File: src/rtl/ctrl_pipe_pkg.sv
// Shared definitions for the pipeline control slice:
// bundle widths, bundle bit positions and forwarding encodings.
package ctrl_pipe_pkg;

  localparam int WB_W  = 2;
  localparam int M_W   = 3;
  localparam int EXE_W = 4;

  localparam int WB_REGWRITE = 0;
  localparam int WB_MEMTOREG = 1;

  localparam int M_BRANCH   = 0;
  localparam int M_MEMREAD  = 1;
  localparam int M_MEMWRITE = 2;

  localparam int EXE_REGDST   = 0;
  localparam int EXE_ALUOP_LO = 1;
  localparam int EXE_ALUOP_HI = 2;
  localparam int EXE_ALUSRC   = 3;

  typedef enum logic [1:0] {
    FWD_RF  = 2'b00,
    FWD_WB  = 2'b01,
    FWD_MEM = 2'b10
  } fwd_e;

  typedef struct packed {
    logic [WB_W-1:0]  wb;
    logic [M_W-1:0]   m;
    logic [EXE_W-1:0] exe;
  } ctl_t;

endpackage

File: src/rtl/ctrl_pipe_fwd_unit.sv
// Operand forwarding select for one ALU source register.
// The younger MEM result wins over the older WB result.
module fwd_unit
  import ctrl_pipe_pkg::*;
#(
  parameter int RA_W = 5
) (
  input  logic [RA_W-1:0] src_i,
  input  logic            mem_wr_i,
  input  logic [RA_W-1:0] mem_dst_i,
  input  logic            wb_wr_i,
  input  logic [RA_W-1:0] wb_dst_i,
  output fwd_e            sel_o
);

  logic mem_hit;
  logic wb_hit;

  assign mem_hit = mem_wr_i
                && (mem_dst_i != '0)
                && (mem_dst_i == src_i);
  assign wb_hit  = wb_wr_i
                && (wb_dst_i != '0)
                && (wb_dst_i == src_i);

  always_comb begin
    sel_o = FWD_RF;
    if (mem_hit) begin
      sel_o = FWD_MEM;
    end else if (wb_hit) begin
      sel_o = FWD_WB;
    end
  end

endmodule

File: src/rtl/ctrl_pipe.sv
// Pipeline control: ID/EX, EX/MEM, MEM/WB control registers,
// load-use stall, branch flush and operand forwarding.
module ctrl_pipe
  import ctrl_pipe_pkg::*;
#(
  parameter int RA_W = 5
) (
  input  logic             clk,
  input  logic             rst,
  input  logic [WB_W-1:0]  id_wb,
  input  logic [M_W-1:0]   id_m,
  input  logic [EXE_W-1:0] id_exe,
  input  logic [RA_W-1:0]  id_rs,
  input  logic [RA_W-1:0]  id_rt,
  input  logic [RA_W-1:0]  id_rd,
  input  logic             mem_zero,
  output logic [EXE_W-1:0] ex_exe,
  output logic [M_W-1:0]   ex_m,
  output logic [WB_W-1:0]  ex_wb,
  output logic [M_W-1:0]   mem_m,
  output logic [WB_W-1:0]  mem_wb,
  output logic [WB_W-1:0]  wb_wb,
  output logic [RA_W-1:0]  mem_dst,
  output logic [RA_W-1:0]  wb_dst,
  output logic [1:0]       fwd_a,
  output logic [1:0]       fwd_b,
  output logic             stall,
  output logic             pc_src,
  output logic             if_flush
);

  ctl_t            idex_d, idex_q;
  logic [RA_W-1:0] rs_d, rs_q;
  logic [RA_W-1:0] rt_d, rt_q;
  logic [RA_W-1:0] rd_d, rd_q;

  logic [WB_W-1:0] exmem_wb_d, exmem_wb_q;
  logic [M_W-1:0]  exmem_m_d, exmem_m_q;
  logic [RA_W-1:0] exmem_dst_d, exmem_dst_q;

  logic [WB_W-1:0] memwb_wb_q;
  logic [RA_W-1:0] memwb_dst_q;

  logic [RA_W-1:0] ex_dst;
  logic            load_use;
  logic            taken;
  fwd_e            sel_a, sel_b;

  assign ex_dst = idex_q.exe[EXE_REGDST] ? rd_q : rt_q;

  assign taken = exmem_m_q[M_BRANCH] & mem_zero;

  assign load_use = idex_q.m[M_MEMREAD]
                 && (rt_q != '0)
                 && ((rt_q == id_rs) || (rt_q == id_rt));

  // A taken branch squashes the stalled instruction anyway.
  assign stall    = load_use & ~taken;
  assign pc_src   = taken;
  assign if_flush = taken;

  always_comb begin
    idex_d.wb   = id_wb;
    idex_d.m    = id_m;
    idex_d.exe  = id_exe;
    rs_d        = id_rs;
    rt_d        = id_rt;
    rd_d        = id_rd;
    exmem_wb_d  = idex_q.wb;
    exmem_m_d   = idex_q.m;
    exmem_dst_d = ex_dst;
    if (taken || load_use) begin
      idex_d = '0;
      rs_d   = '0;
      rt_d   = '0;
      rd_d   = '0;
    end
    if (taken) begin
      exmem_wb_d  = '0;
      exmem_m_d   = '0;
      exmem_dst_d = '0;
    end
  end

  always_ff @(posedge clk or posedge rst) begin
    if (rst) begin
      idex_q      <= '0;
      rs_q        <= '0;
      rt_q        <= '0;
      rd_q        <= '0;
      exmem_wb_q  <= '0;
      exmem_m_q   <= '0;
      exmem_dst_q <= '0;
      memwb_wb_q  <= '0;
      memwb_dst_q <= '0;
    end else begin
      idex_q      <= idex_d;
      rs_q        <= rs_d;
      rt_q        <= rt_d;
      rd_q        <= rd_d;
      exmem_wb_q  <= exmem_wb_d;
      exmem_m_q   <= exmem_m_d;
      exmem_dst_q <= exmem_dst_d;
      memwb_wb_q  <= exmem_wb_q;
      memwb_dst_q <= exmem_dst_q;
    end
  end

  fwd_unit #(.RA_W(RA_W)) u_fwd_a (
    .src_i     (rs_q),
    .mem_wr_i  (exmem_wb_q[WB_REGWRITE]),
    .mem_dst_i (exmem_dst_q),
    .wb_wr_i   (memwb_wb_q[WB_REGWRITE]),
    .wb_dst_i  (memwb_dst_q),
    .sel_o     (sel_a)
  );

  fwd_unit #(.RA_W(RA_W)) u_fwd_b (
    .src_i     (rt_q),
    .mem_wr_i  (exmem_wb_q[WB_REGWRITE]),
    .mem_dst_i (exmem_dst_q),
    .wb_wr_i   (memwb_wb_q[WB_REGWRITE]),
    .wb_dst_i  (memwb_dst_q),
    .sel_o     (sel_b)
  );

  assign fwd_a   = sel_a;
  assign fwd_b   = sel_b;
  assign ex_exe  = idex_q.exe;
  assign ex_m    = idex_q.m;
  assign ex_wb   = idex_q.wb;
  assign mem_m   = exmem_m_q;
  assign mem_wb  = exmem_wb_q;
  assign mem_dst = exmem_dst_q;
  assign wb_wb   = memwb_wb_q;
  assign wb_dst  = memwb_dst_q;

endmodule
File: config.mk
export PLATFORM = sky130hd
export DESIGN_NAME = ctrl_pipe
export DESIGN_NICKNAME = d
export VERILOG_FILES = /design/src/rtl/ctrl_pipe_pkg.sv /design/src/rtl/ctrl_pipe_fwd_unit.sv /design/src/rtl/ctrl_pipe.sv
export SDC_FILE = /design/constraint.sdc
export NUM_CORES = 1
export LEC_CHECK = 0
export CORE_MARGIN = 4
export CORE_UTILIZATION = 50
export CTS_CLUSTER_DIAMETER = 30
export DETAILED_ROUTE_END_ITERATION = 6
export GPL_TIMING_DRIVEN = 0
export MAX_ROUTING_LAYER = met4
export PLACE_DENSITY_LB_ADDON = 0.25
export SYNTH_ARGS = -nofsm -noshare
export SYNTH_HDL_FRONTEND = slang
export SYNTH_SLANG_ARGS = --single-unit
File: constraint.sdc
create_clock -name clk -period 4.3 [get_ports clk]
set_input_delay 1.29 -clock clk [delete_from_list [all_inputs] [get_ports clk]]
set_output_delay 1.29 -clock clk [all_outputs]
set_load 0.05 [all_outputs]
==> impl_metrics.json <==
{
  "status": "finished clean",
  "synth-edff-count": 0,
  "pwr-share-seq_pct": 40.6,
  "wirelength_mm": 4.25,
  "vdd_drop_max_mv": 0.264,
  "power_switching_w": 0.000386,
  "vias_per_cell": 4.93,
  "cts_tree": "built",
  "cts_sinks": 41,
  "multi_input_area_um2": 826,
  "max_slew.worst_pin.slew_ns": 0.822,
  "crit_slowest_cell": "clkdlybuf4s50_1",
  "synth_area_um2": 1990,
  "ys_warn_count": 0,
  "fmax_mhz": 237,
  "drive_above_1_share_pct": 20.7,
  "ys_ff_latch": 41,
  "rows": 22,
  "regArea_um2": 1030,
  "hold_viol_final": 0,
  "path_clk_slew_ns": 0.08,
  "max_slew_margin_pct": 45.1,
  "place_ws_ns": -0.418,
  "nFillCells": 284,
  "placed_cells": 282,
  "grt_usage_pct": 17.9,
  "portBuffers": 59,
  "power_density_nw_per_um2": 410,
  "crit_path_end_kind": "primary output",
  "netlist_instances": 175,
  "critical_path_class": "primary input to primary output",
  "setup_violations": 0,
  "path_max_fanout": 7,
  "grt_pass1_vias": 1453,
  "ys_types": 25,
  "period_needed_ns": 4.22,
  "final_antenna_net_count": 0,
  "synth_area_leader_cell": "dfrtp_1",
  "power_frac_comb_pct": 32.0,
  "start_util_pct": 53.0,
  "cts-root-buf": "clkbuf_8",
  "grt_max_degree": 42,
  "start_kind": "primary input",
  "nNetsFinal": 268,
  "avgSynthCellArea_um2": 11.3,
  "yosysTopAreaCellShare_pct": 51.7,
  "dp_hpwl_mm": 3.04,
  "maxCapViolations": 0,
  "switching_share_pct": 34.2,
  "cts_hold_buf": 0,
  "clock_latency_ns": 0.29,
  "grt-ovfl-total": 0,
  "antenna_cells": 0,
  "finalWorstSetupSlack_ns": 0.0817,
  "fin_setup_tns_ns": 0,
  "core_um2": 3740,
  "seq_area_frac_synth_pct": 51.7,
  "post-route-util_pct": 73.5,
  "synthFlopType": "dfrtp_1",
  "drc": 0,
  "drv_slew": 0,
  "io_pins": 60,
  "crit_required_ns": 3.01,
  "cts_buffers": 5,
  "p_clk_share_pct": 27.4,
  "clock_skew_ns": 0.00599,
  "gp_congestion": 0.816,
  "antenna_found_initial": 0,
  "cpPeakStageDelay_ns": 0.85,
  "internal_power_w": 0.000742,
  "grt_pass1_wl_mm": 6.83,
  "via_count": 1429,
  "path_common_cell": "clkdlybuf4s50_1",
  "hold_path.class": "register to register",
  "htreeDepth": 2,
  "routedWlPerCell_um": 14.6,
  "fp.dieH_um": 71.0,
  "worst_ep_arrival_time_ns": 2.93,
  "dieWidth_um": 71.0,
  "async_flop_share_pct": 100,
  "finalCritPeriodShare_pct": 98.1,
  "drt-pass1-iter-count": 4,
  "drtIter0Drc": 58,
  "rsz0062_at_grt": "no",
  "area_growth_syn_to_layout_pct": 38.6,
  "cp_cell_sequence": "clkdlybuf4s50_1, nand2_1, inv_1, clkdlybuf4s50_1",
  "p_leak_nw": 1.20,
  "hold_slack_ns": 0.379,
  "synth_nets": 202,
  "die_area_um2": 5040,
  "finalNonFillerCells": 290,
  "cts_buffer_depth": 2,
  "synth_area_leaders": "dfrtp_1, a21oi_2, xnor2_1, xor2_1, nand2_1",
  "cts_setup_buffers": 0
}
[layout make-up]
| cell class | instances | share of cell area, % |
|---|---|---|
| flip-flops and latches | 41 | 37.3 |
| well taps | 48 | 2.18 |
| plain buffers | 18 | 4.86 |
| multi-input cells | 114 | 30.0 |
| clock inverters | 3 | 1.68 |
| inverters | 2 | 0.273 |
| clock buffers | 5 | 2.50 |
| repair buffers | 59 | 21.2 |
[sequential cells by signal, indices dropped and copies added (netlist names)]
name     cells
mem_m        3
wb_dst       5
ex_m         3
wb_wb        2
ex_exe       4
rs_q         5
ex_wb        2
mem_dst      5
mem_wb       2
rt_q         5
rd_q         5
[metal layers]
layer	part of all wire, %	up-vias	wire, µm	GRT usage (%)
li1	-	700	-	-
met1	41	681	1750	20.8
met2	53	40	2230	30.6
met3	4.7	8	200	4.40
met4	1.5	0	64	5.64
met5	0	-	0	-
[cells in the final DEF (no fill, tap or decap)]
master,netlist,routed
clkbuf_8,0,5
o22ai_4,0,1
buf_6,5,5
o21a_4,1,1
nor4_2,2,2
buf_4,7,7
a21oi_1,4,4
o21ai_1,1,1
o21ai_0,1,1
or4_4,1,1
clkinvlp_4,0,1
or4_1,4,4
buf_2,2,3
nor4_1,2,2
inv_2,0,1
clkdlybuf4s50_1,0,57
dlygate4sd2_1,0,1
xnor2_1,16,16
inv_1,2,1
mux2i_1,5,5
and2_1,5,5
xor2_1,14,14
clkbuf_1,4,4
nand3_1,4,4
a21oi_2,18,18
nand2_1,27,27
clkinv_4,0,1
and3_2,1,1
dfrtp_1,41,41
a21oi_4,2,2
nor2_1,5,5
bufinv_16,0,1
[path summary, 6_finish.rpt]
check / to / slack [ns] / cells past startpoint / start
max in group asynchronous: rt_q[1] / 2.30 / 2 / rst
max reg2reg: rs_q[0] / 2.67 / 6 / rt_q[4]
min in group asynchronous: mem_m[2] / 1.48 / 2 / rst
max: if_flush / 0.08 / 4 / mem_zero
min reg2reg: wb_wb[1] / 0.38 / 0 / mem_wb[1]
min: wb_wb[1] / 0.38 / 0 / mem_wb[1]
[synth_stat cells, drive strengths merged (2+ instances only)]
cell	n
dfrtp	41
nand2	27
a21oi	24
xnor2	16
buf	14
xor2	14
and2	5
mux2i	5
nor2	5
or4	5
clkbuf	4
nand3	4
nor4	4
inv	2
o21ai	2
[power by group through the flow]
stage | registers [W] | clock network [W] | logic, W
global placement | 0.000465 | 0 | 0.000355
global route | 0.000463 | 0.000331 | 0.000382
detailed placement | 0.000466 | 0 | 0.000360
finish | 0.000458 | 0.000309 | 0.000360
floorplan | 0.000549 | 0 | 0.000159
CTS | 0.000459 | 0.000315 | 0.000362
[worst max-delay path, delay by kind of cell]
family | cells | cell delay [ns]
and+or+nand+nor | 1 | 0.10
buffers and inverters | 3 | 1.53
[per-stage QoR]
step | total power (W) | instance area [µm²]
after detailed placement | 0.000826 | 2640
after CTS | 0.00114 | 2750
after global routing | 0.00118 | 2750
final | 0.00113 | 2750
after floorplan | 0.000708 | 1990
after global placement | 0.000820 | 2640
[timing repair]
action,in CTS,in global routing
cloned,0,0
gates resized for setup,4,3
endpoints found under the setup margin,2,1
[logic make-up (layout without fill, tap and decap cells)]
family	after synthesis	in the layout	synth area share (%)
multiplexers	5	5	2.52
flip-flops	41	41	51.7
buffers and inverters	20	87	7.12
AND/OR/NAND/NOR	51	51	13.0
XOR/XNOR	30	30	13.2
AO/OA/AOI/OAI	28	28	12.5
No activity file was read; power rests on OpenSTA's default activity.
